## src/rtl/my_udp_send.sv

```systemverilog
// UDP/IPv4 frame transmitter onto the MII nibble interface.
// Builds preamble, Ethernet/IPv4/UDP headers, padded payload and FCS.
module my_udp_send #(
    parameter logic [47:0] BOARD_MAC  = 48'h12_34_56_78_9a_bc,
    parameter logic [31:0] BOARD_IP   = 32'hA9_FE_01_17,
    parameter logic [15:0] BOARD_PORT = 16'd1234,
    parameter logic [47:0] DES_MAC    = 48'hff_ff_ff_ff_ff_ff,
    parameter logic [31:0] DES_IP     = 32'hA9_FE_01_01,
    parameter logic [15:0] DES_PORT   = 16'd1234
) (
    input  logic        sys_clk,
    input  logic        sys_rst_n,
    input  logic        send_en,
    input  logic [15:0] send_data_num,
    input  logic [31:0] send_data,
    output logic        read_data_req,
    output logic        send_end,
    output logic        eth_tx_en,
    output logic [3:0]  eth_tx_data
);

    typedef enum logic [3:0] {
        IDLE, CHECK_SUM, PACKET_HEAD, ETH_HEAD, IP_HEAD,
        UDP_HEAD, SEND_DATA, CRC_TX, GAP
    } state_t;

    localparam logic [31:0]  POLY    = 32'hEDB88320;
    localparam logic [111:0] ETH_HDR = {DES_MAC, BOARD_MAC, 16'h0800};

    state_t      state, next_state;
    logic [11:0] cnt, state_end, data_end;
    logic [10:0] n_bytes, n_clamp, n_pad, b;
    logic        ph, tx_act, crc_act, crc_upd;
    logic [15:0] ip_len, udp_len, ip_id, csum;
    logic [31:0] acc, crc, data_reg, word, word_sh;
    logic [111:0] eth_sh;
    logic [159:0] ip_sh;
    logic [63:0]  udp_sh;
    logic [7:0]  cur_byte;
    logic [3:0]  nib;

    // Reflected CRC32, one nibble, bit 0 of the nibble first on the wire
    function automatic logic [31:0] crc_nib(input logic [31:0] c,
                                            input logic [3:0] d);
        logic [31:0] r;
        r = c;
        for (int i = 0; i < 4; i++)
            r = {1'b0, r[31:1]} ^ ({32{r[0] ^ d[i]}} & POLY);
        return r;
    endfunction

    assign b  = cnt[11:1];
    assign ph = cnt[0];
    assign n_clamp = (send_data_num > 16'd1472) ? 11'd1472 : send_data_num[10:0];
    assign n_pad   = (n_clamp < 11'd18) ? 11'd18 : n_clamp;

    assign tx_act  = (state >= PACKET_HEAD) && (state <= CRC_TX);
    assign crc_upd = (state >= ETH_HEAD) && (state <= SEND_DATA);
    assign crc_act = (state == CRC_TX);

    always_comb begin
        state_end = 12'd0;
        unique case (state)
            CHECK_SUM:   state_end = 12'd2;
            PACKET_HEAD: state_end = 12'd15;
            ETH_HEAD:    state_end = 12'd27;
            IP_HEAD:     state_end = 12'd39;
            UDP_HEAD:    state_end = 12'd15;
            SEND_DATA:   state_end = data_end;
            CRC_TX:      state_end = 12'd7;
            GAP:         state_end = 12'd23;
            default:     state_end = 12'd0;
        endcase
    end

    always_comb begin
        next_state = state;
        unique case (state)
            IDLE:        if (send_en) next_state = CHECK_SUM;
            CHECK_SUM:   if (cnt == state_end) next_state = PACKET_HEAD;
            PACKET_HEAD: if (cnt == state_end) next_state = ETH_HEAD;
            ETH_HEAD:    if (cnt == state_end) next_state = IP_HEAD;
            IP_HEAD:     if (cnt == state_end) next_state = UDP_HEAD;
            UDP_HEAD:    if (cnt == state_end) next_state = SEND_DATA;
            SEND_DATA:   if (cnt == state_end) next_state = CRC_TX;
            CRC_TX:      if (cnt == state_end) next_state = GAP;
            GAP:         if (cnt == state_end) next_state = IDLE;
            default:     next_state = IDLE;
        endcase
    end

    // The first byte of each word is taken straight from send_data on its capture cycle
    always_comb begin
        eth_sh   = ETH_HDR << {b, 3'b0};
        ip_sh    = {16'h4500, ip_len, ip_id, 16'h4000, 16'h4011, csum,
                    BOARD_IP, DES_IP} << {b, 3'b0};
        udp_sh   = {BOARD_PORT, DES_PORT, udp_len, 16'h0000} << {b, 3'b0};
        word     = (b[1:0] == 2'd0 && !ph) ? send_data : data_reg;
        word_sh  = word << {b[1:0], 3'b0};
        cur_byte = 8'h00;
        unique case (state)
            PACKET_HEAD: cur_byte = (b == 11'd7) ? 8'hD5 : 8'h55;
            ETH_HEAD:    cur_byte = eth_sh[111:104];
            IP_HEAD:     cur_byte = ip_sh[159:152];
            UDP_HEAD:    cur_byte = udp_sh[63:56];
            SEND_DATA:   cur_byte = (b < n_bytes) ? word_sh[31:24] : 8'h00;
            default:     cur_byte = 8'h00;
        endcase
        nib = crc_act ? ~crc[3:0] : (ph ? cur_byte[7:4] : cur_byte[3:0]);
    end

    assign read_data_req =
        (state == UDP_HEAD && cnt == 12'd15 && n_bytes != 11'd0) ||
        (state == SEND_DATA && b[1:0] == 2'd3 && ph &&
         ({1'b0, b} + 12'd1) < {1'b0, n_bytes});

    always_ff @(posedge sys_clk or negedge sys_rst_n) begin
        if (!sys_rst_n) begin
            state <= IDLE;
            cnt   <= 12'd0;
        end else begin
            state <= next_state;
            if (next_state != state || state == IDLE) cnt <= 12'd0;
            else                                       cnt <= cnt + 12'd1;
        end
    end

    always_ff @(posedge sys_clk or negedge sys_rst_n) begin
        if (!sys_rst_n) begin
            n_bytes     <= 11'd0;
            data_end    <= 12'd0;
            ip_len      <= 16'd0;
            udp_len     <= 16'd0;
            ip_id       <= 16'd0;
            csum        <= 16'd0;
            acc         <= 32'd0;
            crc         <= '1;
            data_reg    <= 32'd0;
            eth_tx_en   <= 1'b0;
            eth_tx_data <= 4'd0;
            send_end    <= 1'b0;
        end else begin
            if (state == IDLE && send_en) begin
                n_bytes  <= n_clamp;
                data_end <= {n_pad - 11'd1, 1'b1};
                ip_len   <= 16'd28 + 16'(n_clamp);
                udp_len  <= 16'd8 + 16'(n_clamp);
            end
            if (state == CHECK_SUM) begin
                unique case (cnt[1:0])
                    2'd0: acc <= 32'h4500 + 32'(ip_len) + 32'(ip_id) + 32'h4000
                               + 32'h4011 + 32'(BOARD_IP[31:16]) + 32'(BOARD_IP[15:0])
                               + 32'(DES_IP[31:16]) + 32'(DES_IP[15:0]);
                    2'd1: acc <= 32'(acc[31:16]) + 32'(acc[15:0]);
                    default: csum <= ~(acc[31:16] + acc[15:0]);
                endcase
            end
            if (crc_upd)      crc <= crc_nib(crc, nib);
            else if (crc_act) crc <= {4'hF, crc[31:4]};
            else              crc <= '1;
            if (state == SEND_DATA && b[1:0] == 2'd0 && !ph)
                data_reg <= send_data;
            eth_tx_en   <= tx_act;
            eth_tx_data <= tx_act ? nib : 4'd0;
            send_end    <= (state == GAP && cnt == 12'd0);
            if (state == GAP && cnt == 12'd0)
                ip_id <= ip_id + 16'd1;
        end
    end

endmodule
```

## config.mk

```make
export PLATFORM = sky130hd
export DESIGN_NAME = my_udp_send
export DESIGN_NICKNAME = d
export VERILOG_FILES = /design/src/rtl/my_udp_send.sv
export SDC_FILE = /design/constraint.sdc
export NUM_CORES = 1
export LEC_CHECK = 0
export BUFFER_PORTS_ARGS = -buffer_cell sky130_fd_sc_hd__buf_4
export CAP_MARGIN = 30
export CORE_MARGIN = 4
export CORE_UTILIZATION = 40
export CTS_CLUSTER_SIZE = 8
export DETAILED_ROUTE_END_ITERATION = 10
export MAX_ROUTING_LAYER = met4
export PLACE_DENSITY_LB_ADDON = 0.12
export SLEW_MARGIN = 5
export SYNTH_ARGS = -nofsm -noshare
export SYNTH_HDL_FRONTEND = slang
export SYNTH_SLANG_ARGS = --single-unit
```

## constraint.sdc

```tcl
create_clock -name sys_clk -period 4.91 [get_ports sys_clk]
set_clock_uncertainty 0.15 [all_clocks]
set_input_delay 0.2455 -clock sys_clk [delete_from_list [all_inputs] [get_ports sys_clk]]
set_output_delay 0.2455 -clock sys_clk [all_outputs]
set_load 0.05 [all_outputs]
```

# [Word-level counts from Yosys, hierarchy flattened]
# Cells that the tools add are included.
[totals] register_bits=205 word_cells=116
[classes] n_addsub=16 magnitude_cmp=8 n_eq_ne=14 n_shift=4 mux=24 n_bitwise=11 reduce_logical=25
[ops] op="$shl 159x14->160" n=1
[ops] op="$xor 31x32->32" n=4
[ops] op="$shl 112x14->112 const A" n=1
[ops] op="$pmux 12 s7" n=1
[ops] op="$mux 32" n=2
[ops] op="$pmux 32 s2" n=1
[ops] op="$shl 59x14->64" n=1
[ops] op="$mux 4" n=12
[ops] op="$pmux 8 s5" n=1
[ops] op="$pmux 4 s9" n=1
[ops] op="$shl 32x5->32" n=1
[ops] op="$mux 28" n=1
[ops] op="$add 23x9->24 const B" n=1
[ops] op="$add 22x16->23 const B" n=1
[ops] op="$add 21x9->22 const B" n=1
[ops] op="$mux 11" n=2
[ops] op="$add 20x16->21 const B" n=1
[ops] op="$add 19x15->20 const B" n=1
[ops] op="$add 18x15->19 const B" n=1
[ops] op="$add 17x16->18" n=1
[ops] op="$add 15x16->17 const A" n=1
[ops] op="$add 16x16->17" n=1
[ops] op="$add 16x1->16 const B" n=1
[ops] op="$add 16x16->16" n=1
[ops] op="37 further kinds" n=62

# [Logic depth before layout (Yosys ltp)]
[logic_depth] word_depth=17 ltp_mapped=20 depth_no_buf=18

# [Worst setup path after synthesis]
# No wires, ideal clock.
[synth_timing] path_kind="input-to-reg" startpoint="in send_data_num[0]" endpoint="reg data_end[11]" t_arrival_ps=3832 t_required_ps=4627 path_slack_ps=795 path_stages=19 n_path_buf=1 path_cell_list="or3_1 -> o41a_1 -> o21ai_0 -> and2_1 -> clkbuf_1 -> nand2_1 -> inv_1 -> ha_1 -> o21a_1 -> nor2_1 -> nand3_1 -> a21boi_0 -> ha_1 -> nand3_1 -> nand3b_1 -> nor4b_1 -> a21oi_1 -> a31oi_1 -> o21ai_0"
[synth_via] elab_chain_cells=5
[synth_lines] element="start, declared" line="14" rtl="input logic [15:0] send_data_num,"
[synth_lines] element="$gt 16x11->1 *" line="54" rtl="assign n_clamp = (send_data_num > 16'd1472) ? 11'd1472 : send_data_num[10:0];"
[synth_lines] element="$mux 11 *" line="54"
[synth_lines] element="via n_clamp[4]" line="32" rtl="logic [10:0] n_bytes, n_clamp, n_pad, b;"
[synth_lines] element="$lt 11x5->1" line="55" rtl="assign n_pad = (n_clamp < 11'd18) ? 11'd18 : n_clamp;"
[synth_lines] element="$mux 11 *" line="55"
[synth_lines] element="$sub 11x1->11 *" line="145" rtl="data_end <= {n_pad - 11'd1, 1'b1};"
[synth_lines] element="end signal, assigned" line="145"
[synth_lines] element="end, declared" line="31" rtl="logic [11:0] cnt, state_end, data_end;"
# The timed path passes the listed nets; every way through them passes the cells marked *.
# A chain may end at the register's enable or synchronous reset.

# [Final worst setup path]
# Ends and elaborated chain as after synthesis.

==> flow_summary.ini <==
[outcome]
status = finished clean

[min_path]
min-delay-path-class = primary input to register
worstHoldPathCells = 3

[floorplanning]
design.portCount = 58
die_w_um = 180
dieArea_um2 = 32400
die_h_um = 180
coreArea_um2 = 28900
rows = 62
start_util_pct = 40.8

[clocking]
cts_tree = yes
clockBufferDepth = 2
clk_latency_ns = 0.44
clk_pin_slew_worst_paths_ns = 0.08
cts_root_buffer = clkbuf_16
h-tree-depth = 4
numCtsBuffers = 17
post_cts_buffers = 0
cts.sinks = 178

[setup_path]
r2r-start = cnt[1]
max_stage_delay_ns = 0.53
crit_end = data_end[11]
endpoint_kind = register
required_ns = 5.07
cp_slowest_cell = dlygate4sd3_1
path_max_fanout = 8
critPathKind = primary input to register
start_kind = primary input
reg2reg_to = crc[18]
regToRegSetupSlack_ns = 0.71
r2r_cells = 13
cp_common_cell = nand3_1
cp.arrival_ns = 4.54
crit_start = send_data_num[0]
path_cells = dlygate4sd3_1, buf_4, or3_1, o41a_1, o21ai_0, nand3_1, inv_1, ha_1, nor2_1, nand3_1, a21boi_0, ha_1, nand3_1, nand3b_1, nor4b_2, a21oi_1, a31oi_1, o21ai_0

[synthesis]
synth.area.top_cells = dfrtp_1, dfstp_2, ha_1
synth-async-reset-ratio_pct = 100
yosys.area.top_type = dfrtp_1
synth_area_um2 = 11800
syn_area_per_cell_um2 = 9.11
yosys_warnings = 0
ys_types = 84
synth_top_cells_by_count = dfrtp_1, nand2_1, nor2_1, o21ai_0, a21oi_1
syn_inst = 1297
ys_ff_latch = 178
synth_fp_nets = 1409
synth-edff-count = 0
yosysTopAreaCellShare_pct = 30.9
ys.flop_type = dfrtp_1
yosysMostFrequentCell = dfrtp_1
synth-seq-area-share_pct = 38.0

[drt]
ant_nets = 0
vias_per_cell = 5.57
avgRoutedWirePerCell_um = 19.2
vias = 9809
drt_iter0_drc = 760
remaining_drc_errors = 0
drt_pass1_iterations = 5
drt-total-wl_um = 33700

[timing]
setup_viol = 0
max_freq_ghz = 0.228
slew_viol_final = 0
tns_ns = 0
final_hold_viol_count = 0
relSlewSlack_pct = 35.8
min_period_ns = 4.39
hold_slack_ns = 0.0223
period_share_pct = 89.3
layout_setup_ws_ns = 0.524
rsz0062_at_grt = no
tightestPinTransition_ns = 0.960

[global_routing]
use_met3_pct = 3.68
grt_use_met2_pct = 31.9
grt_usage_pct = 21.4
antenna_found_initial = 0
grtUsageMet1_pct = 31.1
top_usage_layer = met2
grt_pass1_vias = 9532
grt_max_degree = 97
grt_overflow_total = 0
grt_pass1_wl_um = 54500

[power_and_ir_drop]
p_leak_uw = 0.00609
power_density_nw_per_um2 = 223
switching_share_pct = 24.9
comb_power_share_pct = 4.6
p_int_uw = 2280
irDropWorstVdd_mv = 0.215
p_sw_uw = 756
p_total_uw = 3040
pwr-share-seq_pct = 48.9
p_clk_share_pct = 46.4

[job]
drv_cap = 0

[final_layout]
diodes = 0
final_area_um2 = 13600
nNetsFinal = 1475
syn2layout_area_growth_pct = 15.3
drive_gt1_share_pct = 16.6

[place]
io_buffers = 57
hpwl_um = 24500
pre_cts_slack_ns = 0.539
place_congestion = 0.899
place_area_um2 = 12600
[layout make-up]
class | count | area (um2)
repair buffers | 123 | 1050
inverters | 66 | 248
flip-flops and latches | 178 | 4500
clock buffers | 17 | 425
well taps | 384 | 480
fillers | 2781 | 15300
clock inverters | 15 | 169
multi-input cells | 977 | 6760
[worst max-delay path: cells and delay by family]
kind	cells	cell delay, ns
AO/OA/AOI/OAI	6	1.20
adder cells (fa/ha/maj)	2	0.43
buffers and inverters	3	0.83
AND/OR/NAND/NOR	7	1.84
[power by group through the flow]
stage          Sequential (uW)  Combinational, uW  Clock, uW
2_1_floorplan             1510               37.8          0
6_report                  1490                141       1410
3_3_place_gp              1510                118          0
4_1_cts                   1490                143       1440
3_5_place_dp              1510                119          0
5_1_grt                   1490                156       1510
[stage by stage]
step                instances  utilization, %
floorplan                1297               -
global placement         1691            43.7
detailed placement       1691            43.7
CTS                      1759            47.0
finish                   1760            47.1
global route             1760            47.1
[how the worst min path moves through the flow]
stage / slack, ns / end / start
global route: 0.04 / ip_len[10] / send_data_num[9]
finish: 0.02 / data_end[8] / send_data_num[7]
floorplan: -0.20 / acc[0] / sys_rst_n
global placement: 0.21 / data_reg[11] / sys_rst_n
detailed placement: 0.21 / data_reg[11] / sys_rst_n
CTS: 0.005 / data_end[8] / send_data_num[7]
[layer usage]
metal | vias up | routed length, um
met3 | 30 | 1410
met2 | 207 | 15100
met5 | - | 0
met1 | 4803 | 16700
li1 | 4769 | -
met4 | 0 | 452
[cells in the final DEF, fill, tap and decap left out, drive strengths merged, types with 36 or more instances in the layout]
cell           n
nand2        144
nand3         37
nor2         102
dlygate4sd3   36
o21ai        100
buf           86
ha            59
inv           70
mux2          44
a21oi         74
xnor2         63
dfrtp        146
[cell families (layout without fill, tap and decap cells)]
logic type / after synthesis / count (layout) / share of synthesized area (%)
and+or+nand+nor: 426 / 426 / 17.4
DFF: 178 / 178 / 38.0
adders and majority gates: 61 / 61 / 6.58
AOI/OAI and AO/OA: 310 / 310 / 16.5
xor gates and xnor gates: 91 / 91 / 6.86
muxes: 89 / 89 / 9.73
buffers and inverters: 142 / 221 / 4.87
[repair_timing]
item	CTS	global route
hold buffers	36	0
resized for setup	0	1
hold endpoints to repair	86	0
endpoints found under the setup margin	0	1
Note: power is estimated with default switching activity, not from simulation.
